<file path="src/rtl/arm_dp_pkg.sv">
// Shared definitions for the datapath memory sequencer: access size codes
// and the memory FSM state type.
package arm_dp_pkg;

    localparam logic [1:0] SZ_BYTE = 2'b00;
    localparam logic [1:0] SZ_HALF = 2'b01;
    localparam logic [1:0] SZ_WORD = 2'b10;

    typedef enum logic [1:0] {
        ST_IDLE   = 2'b00,
        ST_ACCESS = 2'b01,
        ST_DONE   = 2'b10,
        ST_FAULT  = 2'b11
    } mem_state_t;

endpackage

</file>
<file path="src/rtl/lane_align.sv">
// Byte-lane steering for one 32-bit memory word: byte enables plus either
// store-data replication (i_store=1) or load-data extraction and extension.
module lane_align #(
    parameter int BIG_ENDIAN = 0
) (
    input  logic        i_store,
    input  logic [1:0]  i_size,
    input  logic [1:0]  i_off,
    input  logic        i_sign,
    input  logic [31:0] i_data,
    output logic [3:0]  o_be,
    output logic [31:0] o_data
);
    import arm_dp_pkg::*;

    logic [1:0]  w_byte_lane;
    logic        w_half_lane;
    logic [7:0]  w_byte;
    logic [15:0] w_half;

    // Big-endian mirrors the lane index; the word itself is never byte-swapped.
    assign w_byte_lane = (BIG_ENDIAN != 0) ? (2'd3 - i_off) : i_off;
    assign w_half_lane = (BIG_ENDIAN != 0) ? ~i_off[1] : i_off[1];
    assign w_byte      = i_data[{w_byte_lane, 3'b000} +: 8];
    assign w_half      = i_data[{w_half_lane, 4'b0000} +: 16];

    always_comb begin
        o_be   = 4'b0000;
        o_data = i_data;
        case (i_size)
            SZ_BYTE: begin
                o_be   = 4'b0001 << w_byte_lane;
                o_data = i_store ? {4{i_data[7:0]}}
                                 : {{24{i_sign & w_byte[7]}}, w_byte};
            end
            SZ_HALF: begin
                o_be   = w_half_lane ? 4'b1100 : 4'b0011;
                o_data = i_store ? {2{i_data[15:0]}}
                                 : {{16{i_sign & w_half[15]}}, w_half};
            end
            SZ_WORD: begin
                o_be   = 4'b1111;
                o_data = i_data;
            end
            default: begin
                o_be   = 4'b0000;
                o_data = i_data;
            end
        endcase
    end

endmodule

</file>
<file path="src/rtl/mem_access_ctrl.sv">
// Memory-access sequencer: owns MAR/MDR, handshakes req/done with the control
// unit and drives a single-word data memory port with lane steering and timeout.
module mem_access_ctrl #(
    parameter int ADDR_W     = 8,
    parameter int TIMEOUT    = 15,
    parameter int BIG_ENDIAN = 0
) (
    input  logic              CLK,
    input  logic              CLR,
    input  logic              req,
    input  logic              we,
    input  logic [1:0]        size,
    input  logic              sign,
    input  logic [31:0]       addr,
    input  logic [31:0]       wdata,
    output logic              busy,
    output logic              done,
    output logic              fault,
    output logic [31:0]       rdata,
    output logic [ADDR_W-1:0] mem_addr,
    output logic [31:0]       mem_wdata,
    output logic              mem_en,
    output logic              mem_rw,
    output logic [3:0]        mem_be,
    input  logic [31:0]       mem_rdata,
    input  logic              mem_rdy
);
    import arm_dp_pkg::*;

    localparam int CNT_W = $clog2(TIMEOUT + 1);

    mem_state_t        r_state;
    mem_state_t        w_state_next;
    logic [ADDR_W-1:0] r_mar;
    logic [31:0]       r_mdr;
    logic [31:0]       r_rdata;
    logic              r_we;
    logic [1:0]        r_size;
    logic              r_sign;
    logic [1:0]        r_off;
    logic [CNT_W-1:0]  r_cnt;

    logic [3:0]  w_st_be;
    logic [31:0] w_st_data;
    logic [3:0]  w_ld_be;
    logic [31:0] w_ld_data;
    logic        w_misalign;
    logic        w_cnt_last;
    logic        w_accept;

    // Store path works on the live request inputs so MDR is loaded pre-steered.
    lane_align #(.BIG_ENDIAN(BIG_ENDIAN)) u_store_align (
        .i_store (1'b1),
        .i_size  (size),
        .i_off   (addr[1:0]),
        .i_sign  (sign),
        .i_data  (wdata),
        .o_be    (w_st_be),
        .o_data  (w_st_data)
    );

    lane_align #(.BIG_ENDIAN(BIG_ENDIAN)) u_load_align (
        .i_store (1'b0),
        .i_size  (r_size),
        .i_off   (r_off),
        .i_sign  (r_sign),
        .i_data  (mem_rdata),
        .o_be    (w_ld_be),
        .o_data  (w_ld_data)
    );

    // The lane decoder yields no enables only for the reserved size code.
    assign w_misalign = (w_st_be == 4'b0000)
                      | ((size == SZ_HALF) & addr[0])
                      | ((size == SZ_WORD) & (addr[1:0] != 2'b00));
    assign w_cnt_last = (r_cnt == CNT_W'(TIMEOUT - 1));
    assign w_accept   = (r_state == ST_IDLE) & req;

    always_comb begin
        w_state_next = r_state;
        case (r_state)
            ST_IDLE: begin
                if (req) w_state_next = w_misalign ? ST_FAULT : ST_ACCESS;
            end
            ST_ACCESS: begin
                if (mem_rdy)         w_state_next = ST_DONE;
                else if (w_cnt_last) w_state_next = ST_FAULT;
            end
            ST_DONE:  w_state_next = ST_IDLE;
            ST_FAULT: w_state_next = ST_IDLE;
            default:  w_state_next = ST_IDLE;
        endcase
    end

    always_ff @(posedge CLK) begin
        if (CLR) begin
            r_state <= ST_IDLE;
            r_mar   <= '0;
            r_mdr   <= '0;
            r_rdata <= '0;
            r_we    <= 1'b0;
            r_size  <= 2'b00;
            r_sign  <= 1'b0;
            r_off   <= 2'b00;
            r_cnt   <= '0;
        end else begin
            r_state <= w_state_next;
            if (w_accept) begin
                r_mar  <= {addr[ADDR_W-1:2], 2'b00};
                r_mdr  <= w_st_data;
                r_we   <= we;
                r_size <= size;
                r_sign <= sign;
                r_off  <= addr[1:0];
                r_cnt  <= '0;
            end
            if (r_state == ST_ACCESS) begin
                r_cnt <= r_cnt + CNT_W'(1);
                if (mem_rdy && !r_we) r_rdata <= w_ld_data;
            end
        end
    end

    assign busy      = (r_state != ST_IDLE);
    assign done      = (r_state == ST_DONE) | (r_state == ST_FAULT);
    assign fault     = (r_state == ST_FAULT);
    assign mem_en    = (r_state == ST_ACCESS);
    assign mem_rw    = mem_en & r_we;
    assign mem_be    = mem_en ? w_ld_be : 4'b0000;
    assign mem_addr  = r_mar;
    assign mem_wdata = r_mdr;
    assign rdata     = r_rdata;

endmodule
</file>
<file path="config.mk">
export PLATFORM = sky130hd
export DESIGN_NAME = mem_access_ctrl
export DESIGN_NICKNAME = d
export VERILOG_FILES = /design/src/rtl/arm_dp_pkg.sv /design/src/rtl/lane_align.sv /design/src/rtl/mem_access_ctrl.sv
export SDC_FILE = /design/constraint.sdc
export NUM_CORES = 1
export LEC_CHECK = 0
export ABC_AREA = 0
export BUFFER_PORTS_ARGS = -buffer_cell sky130_fd_sc_hd__buf_2
export CORE_UTILIZATION = 50
export CTS_CLUSTER_DIAMETER = 30
export DETAILED_ROUTE_END_ITERATION = 10
export PLACE_DENSITY = 0.85
export SYNTH_ARGS = -nofsm -noshare
export SYNTH_HDL_FRONTEND = slang
export SYNTH_SLANG_ARGS = --single-unit
</file>
<file path="constraint.sdc">
create_clock -name CLK -period 5.2 [get_ports CLK]
set_input_delay 1.04 -clock CLK [delete_from_list [all_inputs] [get_ports CLK]]
set_output_delay 1.04 -clock CLK [all_outputs]
set_load 0.01 [all_outputs]
</file>
==> metrics.txt, run 1 <==
Hold Crit Depth=2; layout filler cell count=about 670; Critical path origin=r_off[1]$_SDFFE_PP0P_; Clock power frac=about a third; CP max FO=15; Mapped Area=between 3000 and 4000 um^2; # diodes=0; post-synthesis cell count=between 400 and 500; Die Span Y=between 80 and 90 um; Pwr Density=312 nW/um^2; Multi-input gate area=2020 um^2; FF/Latch Area=between 1500 and 2000 um^2; Lkg Pwr=~2.1 nW; clock skew=~0.0084 ns; cell row count=31; max-cap check violation count=0; Final Cycle Share=between 60 and 70%; r2r endpoint=rdata[17]$_SDFFE_PP0P_; YS warnings=0; vias per cell=roughly 5.6; reg2reg start=r_state[0]$_SDFFE_PP0P_; worst setup path endpoint=mem_be[0]; cts bufs inserted=9; HPWL Detailed=around 7700 um; H-tree Lvls=3; worst endpoint required time=approximately 4.2 ns; fmax=~310 MHz; largest net degree at the start of global routing=63; initial antenna violation count=0; Max IR drop VDD=approximately 0.17 mV; GP Congestion=0.860; Die W=90.0 um; Routed wire per std cell=roughly 15 um; # IOs=about 190; Hold Crit Class=reg -> reg; Max Root-Sink Buffers=2; status=finished clean; die area=approximately 8100 um^2; proportion of layout cells with a drive suffix above 1=just over 30%; Worst-Margin Slew=just over 1 ns; final WL=~11000 um; reg2reg setup slack=around 2.8 ns; Via Count=~3900; Sw Share=29.2%; Yosys cell types=42; kind of critical path=reg -> out; Core Footprint=around 7400 um^2; CP Capture Type=output port; Post-CTS Setup Bufs=0; post-synthesis sequential area ratio=between 40% and 50%; hold bufs inserted after CTS=0; Pins Over Slew Limit=0; setup violators final=0; first drt pass iteration count=5; Resized cells post-CTS=0; Slew HR=roughly 32%; Final min period=~3.2 ns; IO Port Bufs=between 150 and 200; Initial Util=roughly 52%; Reg power frac=approximately 47%; register bit total from synthesis=82; first-pass GRT wire length=around 18000 um; CTS tree=done; final net count=a little over 700; internal power=between 1 and 1.5 mW; DRT iter0 DRCs=179; final setup TNS=0 ns; Reg clk slew, reported paths=0.08 ns; Skew-Pair Late Insertion Delay=about 0.35 ns; RSZ-0062 raised after global routing=false; combinational fraction of design power=19.6%; CTS Sinks=82; worst-case reg-to-reg path depth=4; element type at the critical path start=flip-flop; Design Power=1.50 mW; DRC=0; GR Util All Layers=between 20% and 30%; final hold vios=0; P_sw=0.439 mW; Antenna Violating Nets Remaining=0; WP data arrival=approximately 2.2 ns; Mapped Avg Cell Area=about 8.1 um^2; Layout area overhead=24.8%; gr ovfl total=0; vias in the first global route=around 3700; root buffer selected by CTS=clkbuf_8
## per-layer routing
layer  global-route usage (%)  routed length, um  vias up
met4                     10.6                315        0
met1                     30.5               4240     1781
met5                        0                  0        -
met3                     8.63               1060       26
met2                     45.5               5180      203
li1                         -                  -     1922
## worst min-delay path by stage
| stage | start | to | slack [ns] |
|---|---|---|---|
| final | mem_wdata[0]$_SDFFE_PP0P_ | mem_wdata[0]$_SDFFE_PP0P_ | 0.45 |
| after global routing | mem_wdata[0]$_SDFFE_PP0P_ | mem_wdata[0]$_SDFFE_PP0P_ | 0.47 |
| after CTS | mem_wdata[3]$_SDFFE_PP0P_ | mem_wdata[3]$_SDFFE_PP0P_ | 0.45 |
| after detailed placement | mem_wdata[3]$_SDFFE_PP0P_ | mem_wdata[3]$_SDFFE_PP0P_ | 0.44 |
| after global placement | mem_wdata[0]$_SDFFE_PP0P_ | mem_wdata[0]$_SDFFE_PP0P_ | 0.44 |
| after floorplan | r_we$_SDFFE_PP0P_ | r_we$_SDFFE_PP0P_ | 0.45 |
## registers in the layout, summed over array words and instances, names as in the netlist
name and cells:
r_size 2, r_we 1, r_off 2, r_sign 1, rdata 32, mem_wdata 32
mem_addr 6, r_cnt 4, r_state 2
## cell usage after synthesis, drive strengths merged
| library cell | instances | share of area (%) |
|---|---|---|
| a31oi | 2 | 0.32 |
| a22o | 8 | 1.8 |
| buf | 9 | 1.6 |
| o2bb2ai | 7 | 1.6 |
| or2 | 2 | 0.32 |
| a2111oi | 1 | 0.23 |
| clkbuf | 34 | 3.3 |
| a21oi | 43 | 5.6 |
| mux2i | 28 | 7.2 |
| nand4 | 1 | 0.16 |
| nor4 | 1 | 0.16 |
| nor2b | 2 | 0.32 |
| or3b | 2 | 0.45 |
| nand2b | 3 | 0.68 |
| nor3b | 2 | 0.52 |
| o21ai | 26 | 3.4 |
| or3 | 1 | 0.16 |
| nor3 | 3 | 0.52 |
| ha | 2 | 0.65 |
| o21bai | 7 | 1.4 |
| nor2 | 53 | 5.1 |
| mux2 | 1 | 0.29 |
| conb | 1 | 0.097 |
| inv | 5 | 0.49 |
| and2 | 3 | 0.49 |
| clkinv | 1 | 0.097 |
| a211oi | 34 | 7.1 |
| and4bb | 1 | 0.32 |
| dfxtp | 82 | 42 |
| nand2 | 92 | 8.9 |
| o31ai | 1 | 0.55 |
| o22ai | 1 | 0.32 |
| a311oi | 9 | 2.0 |
| a22oi | 7 | 1.4 |
## cells by family after synthesis
group	count (synthesis)	synth area share (%)
AO/OA/AOI/OAI	146	25.6
buffers and inverters	49	5.47
AND/OR/NAND/NOR	166	18.2
adder cells (fa/ha/maj)	2	0.647
other	1	0.0970
flip-flops	82	42.4
multiplexers	29	7.54
## stage by stage
stage / area, um^2 / cells / setup slack (ns) / util (%) / hold slack (ns)
after global routing: 4830 / 707 / 1.84 / 65.5 / 0.474
after floorplan: 3870 / 476 / 2.94 / - / 0.449
after detailed placement: 4620 / 692 / 2.35 / 62.7 / 0.444
after CTS: 4830 / 707 / 1.99 / 65.5 / 0.454
after global placement: 4620 / 692 / 2.42 / 62.7 / 0.440
final: 4830 / 707 / 1.96 / 65.5 / 0.455
## placed cells by master, fill, tap and decap left out, types with 2 or more instances in the layout
master	count
o21ai_0	26
buf_2	158
nor3_1	2
nand2_1	92
a211oi_1	30
a22oi_1	7
a211oi_2	4
or2_2	2
nand2b_1	2
and2_1	2
buf_4	2
o2bb2ai_1	7
conb_1	2
nor2b_1	2
o21bai_1	7
mux2i_1	28
dfxtp_1	82
bufinv_16	2
nor2_1	53
a31oi_1	2
inv_1	5
a311oi_1	9
ha_1	2
clkinvlp_4	2
or3b_2	2
a21oi_1	43
clkbuf_8	9
a22o_1	8
## critical path, stage by stage (launching register included)
cell and delay (ns):
dfxtp_1 0.77, clkinv_1 0.48, a21oi_1 0.36, nor2_1 0.08
buf_2 0.15
## power by group through the flow
stage | Combinational [mW] | Sequential, mW | Clock, mW
6_report | 0.295 | 0.712 | 0.496
3_5_place_dp | 0.294 | 0.726 | 0
3_3_place_gp | 0.288 | 0.723 | 0
4_1_cts | 0.295 | 0.712 | 0.504
5_1_grt | 0.326 | 0.719 | 0.526
2_1_floorplan | 0.171 | 0.734 | 0
## cell type report
| class | count | area share [%] |
|---|---|---|
| clock inverters | 5 | 1.66 |
| well taps | 99 | 2.57 |
| inverters | 6 | 0.467 |
| repair buffers | 160 | 16.7 |
| flip-flops and latches | 82 | 34.0 |
| clock buffers | 10 | 2.64 |
| multi-input cells | 345 | 41.9 |
(Power assumes the default switching activity.)
==> run 2: changes to the inputs <==
Settings changed: CORE_UTILIZATION 50 to 46, PLACE_DENSITY 0.85 to 0.8.
Clock period 5.2 ns to 3.3 ns, I/O delays scaled along.
==> run 2 against run 1 <==
Effect of this change: clock skew grew 0.0027 ns; count of clock-buffer cells in the layout did not move; cell count increased by 1.6%; sequential power rose by 56%; cell area up 0.34%; clock power grew 40%; utilization down 6.3 points; flip-flop and latch count unchanged; sequential share of layout area is 0.11 points lower; power up 52%; global-route usage decreased by 1.4 points; critical path type unchanged; largest power group unchanged.
==> metrics.txt, run 2 (synthesis results as in run 1) <==
Lkg Pwr=2.15 nW; RSZ-0062 raised after global routing=false; first-pass GRT wire length=17200 um; worst endpoint required time=~2.6 ns; WP data arrival=~1.8 ns; Post-CTS Setup Bufs=0; Pins Over Slew Limit=0; # IOs=185; initial antenna violation count=0; Antenna Violating Nets Remaining=0; kind of critical path=reg -> out; worst-path cell chain=buf_4 > a21oi_1 > nor2_1 > buf_2; final WL=between 10000 and 15000 um; fmax=between 400 and 500 MHz; Die W=~94 um; Final Cycle Share=72.9%; element type at the critical path start=flip-flop; Via Count=3921; layout filler cell count=about 770; cts bufs inserted=9; most common cell after layout, fill and taps aside=buf_2; Routed wire per std cell=15.4 um; Crit path depth=4; Hold Crit Class=reg -> reg; die area=roughly 9000 um^2; Pwr Density=472 nW/um^2; vias in the first global route=roughly 3500; placed cells=702; Slew HR=between 40% and 50%; CTS Sinks=82; status=finished clean; Hold Crit Depth=2; clock skew=0.0112 ns; DRC=0; Worst-Margin Slew=about 0.9 ns; max-cap check violation count=0; Initial Util=between 40% and 50%; gr ovfl total=0; Max IR drop VDD=around 0.26 mV; HPWL Detailed=7910 um; most frequent cells in the layout=buf_2 (158), nand2_1 (92), dfxtp_1 (82); IO Port Bufs=158; H-tree Lvls=3; vias per cell=approximately 5.5; CP peak stage delay=0.74 ns; Max Root-Sink Buffers=2; worst-case reg-to-reg path depth=4; Core Footprint=roughly 8200 um^2; Die Span Y=93.7 um; Max stage delay cell, worst path=dfxtp_1; Final min period=around 2.4 ns; Resized cells post-CTS=0; cell row count=33; final hold vios=0; Layout area overhead=25.2%; largest net degree at the start of global routing=between 60 and 70; setup violators final=0; Reg clk slew, reported paths=about 0.090 ns; CP max FO=19; # diodes=0; Skew-Pair Late Insertion Delay=~0.35 ns; Layout Cells excl Fill=slightly above 700; GP Congestion=between 0.8 and 0.9; first drt pass iteration count=6; final setup TNS=0 ns; proportion of layout cells with a drive suffix above 1=about a third; hold bufs inserted after CTS=0; CP Capture Type=output port; CTS tree=done; FF/Latch Area=around 1600 um^2; GR Util All Layers=between 20% and 30%; Multi-input gate area=about 2000 um^2; DRT iter0 DRCs=between 200 and 250; final net count=714; root buffer selected by CTS=clkbuf_8; delay-heaviest family, CP=flip-flops; worst path bufs/invs=2
[run 2: area by class of cell]
cell class / instances / area share [%]
clock buffers: 10 / 2.84
clock inverters: 6 / 1.01
inverters: 6 / 0.465
multi-input cells: 345 / 41.8
flip-flops and latches: 82 / 33.9
well taps: 105 / 2.71
repair buffers: 164 / 17.3
[run 2: path summary, 6_finish.rpt]
kind                                                   end  slack, ns                  startpoint
worst max-delay path                             mem_be[0]       0.89      r_size[1]$_SDFFE_PP0P_
worst min-delay path            mem_wdata[26]$_SDFFE_PP0P_       0.46  mem_wdata[26]$_SDFFE_PP0P_
worst max register to register      rdata[31]$_SDFFE_PP0P_       1.05     r_state[0]$_SDFFE_PP0P_
worst min register to register  mem_wdata[26]$_SDFFE_PP0P_       0.46  mem_wdata[26]$_SDFFE_PP0P_
[run 2: power breakdown]
group          internal [mW]  switching [mW]  total, mW
Clock                  0.301           0.394      0.694
Sequential              1.06          0.0494       1.11
Combinational          0.196           0.283      0.479
[run 2: layer usage]
| layer | share of wire, % | routed length [um] | GRT usage [%] |
|---|---|---|---|
| met5 | 0 | 0 | 0 |
| met4 | 1.1 | 122 | 8.46 |
| met3 | 7.4 | 819 | 5.74 |
| met2 | 50 | 5580 | 43.1 |
| met1 | 41 | 4540 | 30.8 |
[run 2: worst register-to-register path, cell delays in order (launching register included)]
cell and delay (ns):
dfxtp_1 0.54, nand2b_4 0.13, or3_1 0.50, o31ai_4 0.77
a211oi_1 0.17
[run 2: metrics by stage]
step / hold slack [ns] / cell area [um^2] / power [mW] / worst slack [ns] / util (%)
6_report: 0.457 / 4840 / 2.29 / 0.894 / 59.2
5_1_grt: 0.482 / 4840 / 2.41 / 0.749 / 59.2
4_1_cts: 0.460 / 4840 / 2.30 / 0.884 / 59.2
3_5_place_dp: 0.446 / 4660 / 1.61 / 0.898 / 56.9
3_3_place_gp: 0.439 / 4660 / 1.60 / 0.944 / 56.9
2_1_floorplan: 0.449 / 3870 / 1.43 / 1.42 / -
==> run 3: changes to the inputs <==
Settings changed: CORE_UTILIZATION 46 to 42, PLACE_DENSITY 0.8 to 0.77.
Clock period 3.3 ns to 2.2 ns, I/O delays scaled along.
==> run 3 against run 2 <==
Effect of this change: flip-flop and latch count unchanged; sequential power rose by 50%; critical endpoint unchanged; power grew 52%; the run now ends with design-rule violations left; combinational power up 54%; highest routed layer unchanged.
==> metrics.txt, run 3 (synthesis results as in run 1) <==
status=finished with violations; failing checks=design-rule violations; Resized cells post-CTS=0; Layout area overhead=27.1%; largest net degree at the start of global routing=63; Max IR drop VDD=roughly 0.40 mV; DRC=12; Skew-Pair Late Insertion Delay=around 0.34 ns; first drt pass iteration count=9; reg2reg setup slack=around 0.35 ns; Die W=98.0 um; clock skew=0.00730 ns; gr ovfl total=0; element type at the critical path start=flip-flop; cell row count=34; IO Port Bufs=between 150 and 200; WHS=between 0.3 and 0.4 ns; Max Root-Sink Buffers=2; layout filler cell count=853; Via Count=3941; Reg clk slew, reported paths=approximately 0.080 ns; Final Cycle Share=between 90% and 100%; Worst-Margin Slew=approximately 0.65 ns; Final min period=~2 ns; CP Capture Type=output port; hold bufs inserted after CTS=0; Core Footprint=8810 um^2; Antenna Violating Nets Remaining=0; WP data arrival=roughly 1.6 ns; kind of critical path=reg -> out; first-pass GRT wire length=roughly 18000 um; proportion of layout cells with a drive suffix above 1=32.6%; vias per cell=5.41; final setup TNS=0 ns; DRT iter0 DRCs=163; Hold Crit Class=in -> reg; Initial Util=a little over two fifths; CP max FO=17; HPWL Detailed=just over 8000 um; Multi-input gate area=around 2000 um^2; final WL=11100 um; Die Span Y=~98 um; final net count=just over 700; Lkg Pwr=2.21 nW; # diodes=0; cts bufs inserted=9; H-tree Lvls=3; vias in the first global route=around 3700; Pwr Density=705 nW/um^2; CTS Sinks=82; RSZ-0062 raised after global routing=false; final hold vios=0; GP Congestion=0.868; most common cell after layout, fill and taps aside=buf_2; Routed wire per std cell=15.2 um; worst endpoint required time=between 1.5 and 2 ns; setup violators final=0; CTS tree=done; Post-CTS Setup Bufs=0; root buffer selected by CTS=clkbuf_8; most frequent cells in the layout=buf_2 (158), nand2_1 (92), dfxtp_1 (82); max-cap check violation count=0; initial antenna violation count=0; Slew HR=between 50% and 60%; fmax=between 400 and 500 MHz; Pins Over Slew Limit=0; die area=9600 um^2; # IOs=approximately 190; FF/Latch Area=approximately 1600 um^2; GR Util All Layers=23.1%
==> run 3: changes by cell type in the layout (fill, tap and decap cells not counted), sizes merged <==
cell / before / now
bufinv: 0 / 1
clkinvlp: 3 / 0
clkinv: 2 / 6
clkbuf: 10 / 9
buf: 164 / 172
inv: 7 / 5
==> run 3: layout make-up <==
cell class / count / share of cell area (%)
clock buffer: 9 / 2.52
clock inverter: 6 / 1.20
inverter: 6 / 0.458
multi-input combinational: 345 / 41.2
sequential: 82 / 33.4
tap: 108 / 2.75
timing repair buffer: 172 / 18.5
==> run 3: layer usage <==
| metal | routed length (um) | GRT usage, % | vias up |
|---|---|---|---|
| met4 | 159 | 7.81 | 0 |
| met1 | 4610 | 28.2 | 1813 |
| met2 | 5440 | 39.6 | 172 |
| met5 | 0 | 0 | - |
| li1 | - | - | 1939 |
| met3 | 871 | 5.58 | 17 |
==> run 3: through the flow <==
stage / setup WS, ns / total power, mW / area [um^2] / cells / util [%]
floorplan: 0.537 / 2.14 / 3870 / 476 / -
global placement: 0.358 / 2.42 / 4730 / 713 / 53.7
detailed placement: 0.308 / 2.44 / 4730 / 713 / 53.7
CTS: 0.173 / 3.49 / 4910 / 728 / 55.8
global route: 0.0496 / 3.65 / 4910 / 728 / 55.8
finish: 0.152 / 3.47 / 4910 / 728 / 55.8
==> run 3: final timing paths <==
| check | from | to | cells past startpoint |
|---|---|---|---|
| hold / removal | mem_rdata[5] | rdata[5]$_SDFFE_PP0P_ | 2 |
| setup / recovery | r_size[0]$_SDFFE_PP0P_ | mem_be[0] | 4 |
| setup reg to reg | r_state[1]$_SDFFE_PP0P_ | rdata[26]$_SDFFE_PP0P_ | 5 |
| hold reg to reg | mem_wdata[24]$_SDFFE_PP0P_ | mem_wdata[24]$_SDFFE_PP0P_ | 2 |
==> run 3: power breakdown <==
group / internal [mW] / leakage, nW / switching (mW)
sequential: 1.60 / 0.672 / 0.0736
clock: 0.513 / 0.0986 / 0.544
combinational: 0.310 / 1.44 / 0.430
total: 2.42 / 2.21 / 1.05
==> run 3: critical path, stage by stage (launching register included) <==
cell,delay [ns]
dfxtp_1,0.68
nand2b_1,0.23
a21oi_1,0.11
nor2_1,0.11
buf_2,0.15
